[src/rtl/number_source_if.sv]
// Bus bundle for number_source: load side, consumer request and the
// registered delivery/status outputs.
interface number_source_if #(
    parameter int WIDTH = 32,
    parameter int DEPTH = 16
);
    localparam int LW = $clog2(DEPTH) + 1;

    logic                    wrEn;
    logic signed [WIDTH-1:0] wrData;
    logic                    readData;
    logic signed [WIDTH-1:0] dataOut;
    logic                    dataValid;
    logic                    lastWord;
    logic                    underflow;
    logic                    overflow;
    logic                    full;
    logic                    empty;
    logic [LW-1:0]           level;
    logic signed [31:0]      cnt;

    modport master (
        output wrEn, wrData, readData,
        input  dataOut, dataValid, lastWord, underflow, overflow,
               full, empty, level, cnt
    );

    modport slave (
        input  wrEn, wrData, readData,
        output dataOut, dataValid, lastWord, underflow, overflow,
               full, empty, level, cnt
    );
endinterface

[src/rtl/number_source.sv]
// number_source: circular FIFO of signed numbers delivered on request with
// one cycle of latency, plus underflow/overflow pulses and a delivery count.
module number_source #(
    parameter int WIDTH = 32,
    parameter int DEPTH = 16
) (
    input  logic           clk,
    input  logic           rst,
    number_source_if.slave bus
);
    localparam int AW = $clog2(DEPTH);
    localparam int LW = AW + 1;
    localparam logic [LW-1:0] FULL_LVL = LW'(DEPTH);

    logic signed [WIDTH-1:0] mem [DEPTH];
    logic [AW-1:0]           wr_ptr;
    logic [AW-1:0]           rd_ptr;
    logic [LW-1:0]           level_r;
    logic                    rd_acc;
    logic                    wr_acc;
    logic                    is_full;
    logic                    is_empty;

    assign is_full  = (level_r == FULL_LVL);
    assign is_empty = (level_r == '0);

    // A read frees a slot at the same edge, so a write into a full FIFO is
    // allowed when a read is accepted alongside it; no bypass when empty.
    assign rd_acc = bus.readData && !is_empty;
    assign wr_acc = bus.wrEn && (!is_full || rd_acc);

    assign bus.full  = is_full;
    assign bus.empty = is_empty;
    assign bus.level = level_r;

    // Storage array; contents are not reset, the pointers define validity.
    always_ff @(posedge clk) begin
        if (wr_acc) begin
            mem[wr_ptr] <= bus.wrData;
        end
    end

    // Pointers and fill level; pointers wrap naturally since DEPTH is 2^AW.
    always_ff @(posedge clk or posedge rst) begin
        if (rst) begin
            wr_ptr  <= '0;
            rd_ptr  <= '0;
            level_r <= '0;
        end else begin
            if (wr_acc) wr_ptr <= wr_ptr + AW'(1);
            if (rd_acc) rd_ptr <= rd_ptr + AW'(1);
            case ({wr_acc, rd_acc})
                2'b10:   level_r <= level_r + LW'(1);
                2'b01:   level_r <= level_r - LW'(1);
                default: level_r <= level_r;
            endcase
        end
    end

    // Registered delivery and event pulses; dataOut holds between deliveries.
    always_ff @(posedge clk or posedge rst) begin
        if (rst) begin
            bus.dataOut   <= '0;
            bus.dataValid <= 1'b0;
            bus.lastWord  <= 1'b0;
            bus.underflow <= 1'b0;
            bus.overflow  <= 1'b0;
            bus.cnt       <= '0;
        end else begin
            bus.dataValid <= rd_acc;
            bus.lastWord  <= rd_acc && (level_r == LW'(1)) && !wr_acc;
            bus.underflow <= bus.readData && is_empty;
            bus.overflow  <= bus.wrEn && !wr_acc;
            if (rd_acc) begin
                bus.dataOut <= mem[rd_ptr];
                bus.cnt     <= bus.cnt + 32'sd1;
            end
        end
    end
endmodule

[src/flat_wrapper.sv]
// flat-port wrapper written by rule: the top's interface ports become plain ports
module number_source_flat 
#(
    parameter int WIDTH = 32,
    parameter int DEPTH = 16
)
  (clk, rst, bus_wrEn, bus_wrData, bus_readData, bus_dataOut, bus_dataValid, bus_lastWord, bus_underflow, bus_overflow, bus_full, bus_empty, bus_level, bus_cnt);
  number_source_if #(.WIDTH(WIDTH), .DEPTH(DEPTH)) bus_i ();
  input  logic clk;
  input  logic rst;
  input wire logic [$bits(bus_i.wrEn)-1:0] bus_wrEn;
  input wire logic [$bits(bus_i.wrData)-1:0] bus_wrData;
  input wire logic [$bits(bus_i.readData)-1:0] bus_readData;
  output wire logic [$bits(bus_i.dataOut)-1:0] bus_dataOut;
  output wire logic [$bits(bus_i.dataValid)-1:0] bus_dataValid;
  output wire logic [$bits(bus_i.lastWord)-1:0] bus_lastWord;
  output wire logic [$bits(bus_i.underflow)-1:0] bus_underflow;
  output wire logic [$bits(bus_i.overflow)-1:0] bus_overflow;
  output wire logic [$bits(bus_i.full)-1:0] bus_full;
  output wire logic [$bits(bus_i.empty)-1:0] bus_empty;
  output wire logic [$bits(bus_i.level)-1:0] bus_level;
  output wire logic [$bits(bus_i.cnt)-1:0] bus_cnt;
  assign bus_i.wrEn = bus_wrEn;
  assign bus_i.wrData = bus_wrData;
  assign bus_i.readData = bus_readData;
  assign bus_dataOut = bus_i.dataOut;
  assign bus_dataValid = bus_i.dataValid;
  assign bus_lastWord = bus_i.lastWord;
  assign bus_underflow = bus_i.underflow;
  assign bus_overflow = bus_i.overflow;
  assign bus_full = bus_i.full;
  assign bus_empty = bus_i.empty;
  assign bus_level = bus_i.level;
  assign bus_cnt = bus_i.cnt;
  number_source #(.WIDTH(WIDTH), .DEPTH(DEPTH)) u_core (.clk(clk), .rst(rst), .bus(bus_i));
endmodule
[config.mk]
export PLATFORM = sky130hd
export DESIGN_NAME = number_source_flat
export DESIGN_NICKNAME = d
export VERILOG_FILES = /design/src/rtl/number_source_if.sv /design/src/rtl/number_source.sv /design/src/flat_wrapper.sv
export SDC_FILE = /design/constraint.sdc
export NUM_CORES = 1
export LEC_CHECK = 0
export CAP_MARGIN = 40
export CORE_UTILIZATION = 60
export CTS_CLUSTER_SIZE = 28
export DETAILED_ROUTE_END_ITERATION = 12
export GPL_TIMING_DRIVEN = 0
export PLACE_DENSITY = 0.78
export REMOVE_ABC_BUFFERS = 1
export SETUP_SLACK_MARGIN = 0.15
export SLEW_MARGIN = 5
export SYNTH_ARGS = -nofsm -noshare
export SYNTH_HDL_FRONTEND = slang
export SYNTH_SLANG_ARGS = --single-unit
[constraint.sdc]
create_clock -name clk -period 5 [get_ports clk]
set_clock_uncertainty 0.15 [all_clocks]
set_input_delay 0.75 -clock clk [delete_from_list [all_inputs] [get_ports clk]]
set_output_delay 0.75 -clock clk [all_outputs]
set_load 0.02 [all_outputs]
==> results_dict.tcl <==
set metrics [dict create \
    netlist_instances 1083 \
    ys_types 40 \
    p_int_uw 10600 \
    yosysWarnings 0 \
    synth-edff-count 512 \
    grt_pass1_vias 12010 \
    whs_path_depth 1 \
    grt_usage_pct 27.37 \
    max_cap_viol_count 0 \
    synth_ff_type "edfxtp_1" \
    report.final.slew_viol_count 0 \
    insertion_delay_ns 0.61 \
    avgSynthCellArea_um2 20.96 \
    finalCriticalPeriod_ns 3.798 \
    drtPass1Iterations 5 \
    yosys.area_share.simple_pct 3.169 \
    status "finished, final reports clean" \
    numCtsBuffers 56 \
    antenna_found_initial 1 \
    rr_startpoint "u_core.bus.level[0]" \
    path_class "reg2out" \
    ff2ff_path_depth 8 \
    core_mm2 0.03696 \
    ys_top_cells_by_area "edfxtp_1 (68%), mux4_2 (13%), dfrtp_1 (8.9%), o22ai_1 (1.7%), mux2_2 (1.6%)" \
    drtIter0Drc 1084 \
    powerDensity_mw_per_mm2 556.0 \
    synth_seq_cells 593 \
    cts_buffer_depth 3 \
    num_vias 11500 \
    post-route-worst-setup-slack_ns 1.202 \
    ys_seq_area_share_pct 76.66 \
    syn2layout_area_growth_pct 18.49 \
    io_buffers 110 \
    htreeDepth 2 \
    postCtsSetupRepairBufs 0 \
    crit_fanout 7 \
    die_h_um 196.5 \
    hold_start "u_core.bus.cnt[31]" \
    ant_nets 0 \
    die-area_mm2 0.03861 \
    required_ns 4.10 \
    setup_viol 0 \
    layout.filler_cells 2099 \
    drc_errors 0 \
    wl_per_cell_um 28.21 \
    cts.sinks 593 \
    finalHoldViolations 0 \
    async_flop_share_pct 13.66 \
    root_buffer "clkbuf_16" \
    synth_compound_area_share_pct 2.100 \
    worst-slew-pin-transition_ns 0.8683 \
    min_to "u_core.bus.cnt[31]" \
    gp_congestion 0.7135 \
    synth_xor_area_share_pct 1.621 \
    synth_mux_area_share_pct 14.38 \
    hpwlAfterDp_um 28940 \
    p_seq_share_pct 44.4 \
    relSlewSlack_pct 42.11 \
    cp.arrival_ns 2.90 \
    leakage_uw 0.008835 \
    holdBufCountCts 0 \
    core.rowCount 70 \
    pwr-share-comb_pct 26.3 \
    endpoint_kind "primary output" \
    switchingPower_uw 4351 \
    rsz0062_at_grt "false" \
    path_clk_slew_ns 0.06 \
    cts_tree "done" \
    io_pins 111 \
    fmax_ghz 0.2633 \
    syn_area_mm2 0.02270 \
    grt_max_degree 60 \
    min_period_over_period_pct 75.97 \
    cts_resized 0 \
    swShare_pct 29.10 \
    timing.rr.end "u_core.mem[0][7]" \
    hp-class "reg2reg" \
    wl_um 50530 \
    synth_top_area_share_pct 67.73 \
    vias_per_cell 6.421 \
    die_w_um 196.5 \
    clkPwrFrac_pct 29.3 \
    crit_path_start_kind "register" \
    grt_pass1_wl_um 75400 \
    start_util_pct 61.42 \
    fin_nets 1285 \
    dp_slack_ns 1.116 \
    ir_drop_mv 0.4263 \
    synth_top_family_by_area "multiplexers" \
    drive_above_1_share_pct 24.73 \
    r2r_setup_slack_ns 1.80 \
    synth_fa_ha_area_share_pct 0.6063 \
    grt_overflow_total 0 \
    hold_ws_ns 0.3247 \
    synth_area_leader_cell "edfxtp_1" \
]
critical path: stages, from the launching register on:
cell	delay, ns
dfrtp_1	0.44
inv_1	0.13
ha_1	0.18
or4b_1	0.66
inv_2	0.25
clkdlybuf4s50_1	0.63
routing by layer:
layer / GRT usage (%) / share of wire (%)
met3: 5.613 / 7.8
met2: 46.24 / 52
met5: 0 / 0.016
met4: 9.375 / 3.1
met1: 35.88 / 37
synth_stat cells (5+ instances only):
cell	number
nand4_1	18
mux2_2	33
nor2_1	46
and3_1	6
inv_1	9
o22ai_1	62
ha_1	11
buf_1	8
mux4_2	128
buf_2	37
buf_6	5
nor3_1	5
xor2_1	8
dfrtp_1	81
nand3_1	20
a21oi_1	11
nand2_1	14
xnor2_1	34
edfxtp_1	512
cell usage in the layout (no fill, tap or decap), types with 3 or more instances in the layout:
cell type,instances
nand4b_1,3
buf_6,7
mux2_2,33
a21oi_1,11
inv_1,8
clkdlybuf4s50_1,110
clkbuf_16,56
mux4_2,128
clkinv_1,13
clkbuf_8,5
nor2_1,34
clkinv_2,10
and3_1,6
nand3_1,18
nand2_1,14
nand4_1,18
nor2_4,12
nand2b_1,3
dfrtp_1,77
bufinv_16,8
o22ai_1,62
ha_1,11
buf_16,12
xor2_1,8
dfrtp_4,3
and4_1,4
edfxtp_1,512
nor3_2,4
buf_12,10
buf_4,13
xnor2_1,34
clkbuf_1,8
layout make-up:
class                   instances  area (um2)  share of cell area [%]
diodes                          1       2.502                0.009304
multi-input cells             425        5086                   18.91
repair buffers                152        1808                   6.722
well taps                     504       630.6                   2.345
inverters                      10       40.04                  0.1489
clock inverters                37       415.4                   1.544
flip-flops and latches        593       17410                   64.74
clock buffers                  69        1500                   5.578
power groups by stage:
stage	Clock (uW)	Combinational, uW	Sequential (uW)
finish	4380	3940	6640
global route	4610	4160	6700
CTS	4430	3980	6640
detailed placement	0	3910	6720
global placement	0	3530	7070
floorplan	0	2250	6970
how the worst max path moves through the flow:
stage / endpoint / depth (start not counted) / slack, ns / start
after floorplan: u_core.bus.dataOut[8] / 4 / 0.30 / u_core.rd_ptr[1]
after global routing: bus_empty / 5 / 1.07 / u_core.bus.level[0]
after detailed placement: u_core.mem[0][17] / 6 / 1.12 / bus_readData
after global placement: u_core.mem[3][27] / 4 / -2.84 / bus_readData
final: bus_empty / 5 / 1.20 / u_core.bus.level[0]
after CTS: bus_empty / 5 / 1.17 / u_core.bus.level[0]
through the flow:
stage,setup TNS (ns),cell area [um2],util (%),total power (uW),cells
final,0,26900,72.77,14950,1791
after global routing,0,26890,72.77,15480,1790
after CTS,0,26890,72.77,15050,1790
after detailed placement,0,24980,67.58,10630,1684
after global placement,-747.43,24140,65.30,10610,1642
after floorplan,0,22410,-,9213,1028
kinds of logic (layout without fill, tap and decap cells):
logic type / Yosys count / count (layout)
flops: 593 / 593
buf+inv: 65 / 268
mux: 162 / 162
compound gates: 78 / 78
simple gates: 132 / 132
xor+xnor: 42 / 42
fa+ha+maj: 11 / 11
other cells: 0 / 1
flip-flops by register name, summed over array words and instances (netlist names):
signal	cells
u_core.bus.underflow	1
u_core.bus.dataOut	32
u_core.bus.lastWord	1
u_core.bus.level	5
u_core.wr_ptr	4
u_core.bus.overflow	1
u_core.bus.dataValid	1
u_core.mem	512
u_core.bus.cnt	32
u_core.rd_ptr	4
(Power assumes the default switching activity.)
